### src/rtl/unidade_load_store.sv
// Load/store unit between the CPU and a registered-read data RAM.
// Latches one request, range-checks it, runs a write or a two-cycle read, then pulses done.
module unidade_load_store #(
    parameter int unsigned END_MIN = 32'd128,
    parameter int unsigned END_MAX = 32'd223
) (
    input  logic       clock,
    input  logic       reset,
    input  logic       req,
    input  logic       we,
    input  logic [7:0] addr,
    input  logic [7:0] wdata,
    output logic       busy,
    output logic       done,
    output logic       erro,
    output logic [7:0] rdata,
    output logic       mem_write,
    output logic [7:0] mem_endereco,
    output logic [7:0] mem_dado_in,
    input  logic [7:0] mem_dado_out
);

    localparam logic [7:0] L_MIN = 8'(END_MIN);
    localparam logic [7:0] L_MAX = 8'(END_MAX);

    typedef enum logic [2:0] {
        OCIOSO  = 3'd0,
        ESCRITA = 3'd1,
        LEITURA = 3'd2,
        CAPTURA = 3'd3,
        FIM     = 3'd4
    } estado_t;

    estado_t    r_estado;
    estado_t    w_prox_estado;
    logic       r_we;
    logic       r_erro;
    logic [7:0] r_addr;
    logic [7:0] r_wdata;
    logic [7:0] r_rdata;
    logic       w_em_faixa;
    logic       w_aceita;

    assign w_em_faixa   = (addr >= L_MIN) && (addr <= L_MAX);
    assign w_aceita     = (r_estado == OCIOSO) && req;
    assign rdata        = r_rdata;
    assign mem_endereco = r_addr;
    assign mem_dado_in  = r_wdata;

    // State register.
    always_ff @(posedge clock or posedge reset) begin
        if (reset) begin
            r_estado <= OCIOSO;
        end else begin
            r_estado <= w_prox_estado;
        end
    end

    // Request latch: captured only on acceptance so busy-time input activity is ignored.
    always_ff @(posedge clock or posedge reset) begin
        if (reset) begin
            r_we    <= 1'b0;
            r_erro  <= 1'b0;
            r_addr  <= 8'd0;
            r_wdata <= 8'd0;
        end else if (w_aceita) begin
            r_we    <= we;
            r_erro  <= ~w_em_faixa;
            r_addr  <= addr;
            r_wdata <= wdata;
        end else begin
            r_we    <= r_we;
            r_erro  <= r_erro;
            r_addr  <= r_addr;
            r_wdata <= r_wdata;
        end
    end

    // Read-data register: only the closing edge of CAPTURA updates it.
    always_ff @(posedge clock or posedge reset) begin
        if (reset) begin
            r_rdata <= 8'd0;
        end else if (r_estado == CAPTURA) begin
            r_rdata <= mem_dado_out;
        end else begin
            r_rdata <= r_rdata;
        end
    end

    // Next-state and state-decoded outputs.
    always_comb begin
        w_prox_estado = r_estado;
        busy          = (r_estado != OCIOSO);
        done          = (r_estado == FIM);
        erro          = (r_estado == FIM) && r_erro;
        mem_write     = (r_estado == ESCRITA) && r_we && !r_erro;
        case (r_estado)
            OCIOSO: begin
                if (req) begin
                    if (!w_em_faixa) begin
                        w_prox_estado = FIM;
                    end else if (we) begin
                        w_prox_estado = ESCRITA;
                    end else begin
                        w_prox_estado = LEITURA;
                    end
                end else begin
                    w_prox_estado = OCIOSO;
                end
            end
            ESCRITA: w_prox_estado = FIM;
            LEITURA: w_prox_estado = CAPTURA;
            CAPTURA: w_prox_estado = FIM;
            FIM:     w_prox_estado = OCIOSO;
            default: w_prox_estado = OCIOSO;
        endcase
    end

endmodule

### config.mk
export PLATFORM = sky130hd
export DESIGN_NAME = unidade_load_store
export DESIGN_NICKNAME = d
export VERILOG_FILES = /design/src/rtl/unidade_load_store.sv
export SDC_FILE = /design/constraint.sdc
export NUM_CORES = 1
export LEC_CHECK = 0
export ABC_AREA = 1
export CORE_MARGIN = 2
export CORE_UTILIZATION = 23
export CTS_CLUSTER_SIZE = 40
export DETAILED_ROUTE_END_ITERATION = 12
export SYNTH_ARGS = -nofsm -noshare
export SYNTH_HDL_FRONTEND = slang
export SYNTH_SLANG_ARGS = --single-unit
### constraint.sdc
create_clock -name clock -period 1 [get_ports clock]
set_input_delay 0.2 -clock clock [delete_from_list [all_inputs] [get_ports clock]]
set_output_delay 0.2 -clock clock [all_outputs]
set_load 0.03 [all_outputs]
==> impl_metrics.tcl <==
set metrics [dict create \
    postRouteAntennaNets 0 \
    timing.critical_path.mode_cell "buf_6" \
    initial_core_util_pct 24.3 \
    synthesis.area_sq_um 1170 \
    port-buffer-count 55 \
    hp-class "primary input to async pin" \
    fmax_ghz 0.707 \
    reg2reg_slack_ns -0.22 \
    clk_pin_slew_ns 0.05 \
    overflow 0 \
    synth_warnings 0 \
    netSwitchingPower_uw 3380 \
    vias_per_cell 3.99 \
    critPathTopFamily "flip-flops" \
    setup_viol 47 \
    synthTopCellsByArea "dfrtp_1 62%, nand2_1 21%, o21ai_1 3.9%" \
    dr_wl_met2_mm 1.55 \
    crit_buf_inv 2 \
    grtUsageTotal_pct 11.4 \
    slew_viol_final 0 \
    sw_frac_of_total_pct 41.5 \
    synth_seq_cells 29 \
    post_dp_cell_area_sq_um 1910 \
    pwr-share-seq_pct 26.6 \
    routedWlPerCell_um 10.7 \
    p_clk_share_pct 11.5 \
    powerDensity_nw_per_um2 3380 \
    drc 0 \
    whs_ns 0.270 \
    rsz0062_at_grt "true" \
    die_y_um 75.3 \
    drt-met1-wl_mm 1.28 \
    crit_path_max_incr_delay_ns 0.38 \
    drive_above_1_share_pct 48.2 \
    ys_seq_area_share_pct 62.0 \
    grt_pass1_wl_mm 4.77 \
    fin_crit_sh_pct 141 \
    syn_to_final_growth_pct 106 \
    timing_worst_setup_path_type "register to primary output" \
    p_comb_share_pct 61.9 \
    vdd_drop_max_mv 1.68 \
    cts-root-buf "clkbuf_8" \
    crit_path_start_kind "register" \
    finalClockSkew_ns 0.00489 \
    outcome "finished with violations" \
    crit_fanout 2 \
    slew_headroom_pct 84.8 \
    crit_path_cell_trace "nor2_2 > buf_6 > and3_4 > buf_6" \
    max_slew.worst_pin.slew_ns 0.228 \
    leakagePower_uw 0.00124 \
    synth_cells 132 \
    fin_ws_ns -0.414 \
    crit_slowest_cell "dfrtp_1" \
    drt_iter0_markers 53 \
    cts_tree "yes" \
    synth_top_area_share_pct 62.0 \
    insertion_delay_ns 0.27 \
    violations "setup timing" \
    cts_buffer_depth 2 \
    die_area_sq_um 5670 \
    cp_num_cells 4 \
    rr_startpoint "r_estado[2]$_DFF_PP0_" \
    core-area_sq_um 4820 \
    grt_max_degree 30 \
    crit_path_end_kind "primary output" \
    n_antenna_cell 0 \
    fin_crit_ns 1.41 \
    ios 56 \
    cts_buffers 5 \
    finish.net_count 246 \
    highest_layer "met4" \
    fp.dieW_um 75.3 \
    antenna_found_initial 0 \
    dp_hpwl_mm 2.03 \
    place.gp.congestion 0.793 \
    max_cap_viol_count 0 \
    ff2ff_path_depth 8 \
    cts_hold_buf 0 \
    vias 1136 \
    internal-power_uw 4750 \
    syn_avg_cell_area_sq_um 8.86 \
    cp.arrival_ns 1.21 \
    yosysTopAreaCell "dfrtp_1" \
    synth_nets 160 \
    stdcell_area_sq_um 2410 \
    first_pass_iters 4 \
    grt_pass1_vias 1082 \
    worstPathRequired_ns 0.80 \
    hold_viol_final 0 \
    rr_endpoint "r_estado[2]$_DFF_PP0_" \
    row_count 25 \
    h-tree-depth 2 \
    met3_length_um 172 \
    cts.sinks 29 \
    drt-total-wl_mm 3.05 \
    yosysUniqueCellTypes 15 \
]
-- layer usage --
metal	global-route usage, %	vias to the layer above
li1	-	571
met1	14.6	528
met2	17.7	31
met3	4.37	6
met4	4.09	0
met5	0	-
-- per-stage QoR --
step                utilization (%)  instances  setup WS (ns)  total power (uW)  setup TNS [ns]
CTS                            44.6        277         -0.405              7390           -7.51
global route                   49.9        285         -0.471              8650           -8.89
floorplan                         -        132        -0.0767              4150           -1.25
detailed placement             39.6        265         -0.360              5840           -6.22
global placement               39.6        265         -0.344              5820           -6.11
finish                         49.9        285         -0.414              8130           -6.29
-- sequential cells by signal, summed over array words and instances (netlist names) --
register,count
mem_dado_in,8
mem_endereco,8
rdata,8
r_we,1
r_estado,3
r_erro,1
-- timing repair --
| action | in CTS | in global routing |
|---|---|---|
| resized for setup | 35 | 58 |
| cloned | 0 | 1 |
| pin swaps | 1 | 16 |
| setup endpoints to repair | 57 | 57 |
| endpoints found under the hold margin | 0 | 0 |
| buffers inserted | 5 | 8 |
-- cell usage after synthesis --
master / count
nand2_1: 66
dfrtp_1: 29
inv_1: 11
o21ai_1: 9
nor3_1: 3
buf_2: 2
inv_2: 2
nand3_2: 2
o21bai_1: 2
and3_1: 1
buf_4: 1
buf_6: 1
nand3_1: 1
nand4_1: 1
nor2_2: 1
-- tightest hold or removal path: cells and delay by family --
kind                   cells  cell delay (ns)
buffers and inverters      3             0.69
-- area by class of cell --
class	count	area, sq um
clock buffer	7	86.3
inverter	13	56.3
tap	67	83.8
timing repair buffer	83	898
sequential	29	726
multi-input combinational	86	556
fill	480	2410
-- power by group through the flow --
stage               Combinational (uW)  Sequential [uW]  Clock [uW]
finish                            5030             2160         936
global route                      5410             2220        1020
CTS                               4250             2160         984
detailed placement                3750             2090           0
global placement                  3730             2090           0
floorplan                         1150             3000           0
-- worst max-delay path by stage --
stage	slack (ns)	startpoint	end
final	-0.41	r_estado[0]$_DFF_PP0_	erro
after detailed placement	-0.36	r_estado[0]$_DFF_PP0_	busy
after CTS	-0.41	r_estado[0]$_DFF_PP0_	erro
after global placement	-0.34	r_estado[0]$_DFF_PP0_	busy
after global routing	-0.47	r_estado[0]$_DFF_PP0_	erro
after floorplan	-0.08	r_estado[1]$_DFF_PP0_	mem_write
-- cell usage in the layout (no fill, tap or decap), drive strengths merged --
cell type	count
clkdlybuf4s50	27
dfrtp	29
nor3	3
buf	55
o21bai	2
inv	13
nand3	3
nor2	1
o21ai	9
clkbuf	8
and3	1
nand2	66
nand4	1
-- cells by family (layout without fill, tap and decap cells) --
logic type,count (synthesis),count (layout),share of synthesized area (%)
flops,29,29,62.0
compound gates,11,11,5.13
buf+inv,17,103,6.63
simple gates,75,75,26.2
No activity file was read; power rests on OpenSTA's default activity.
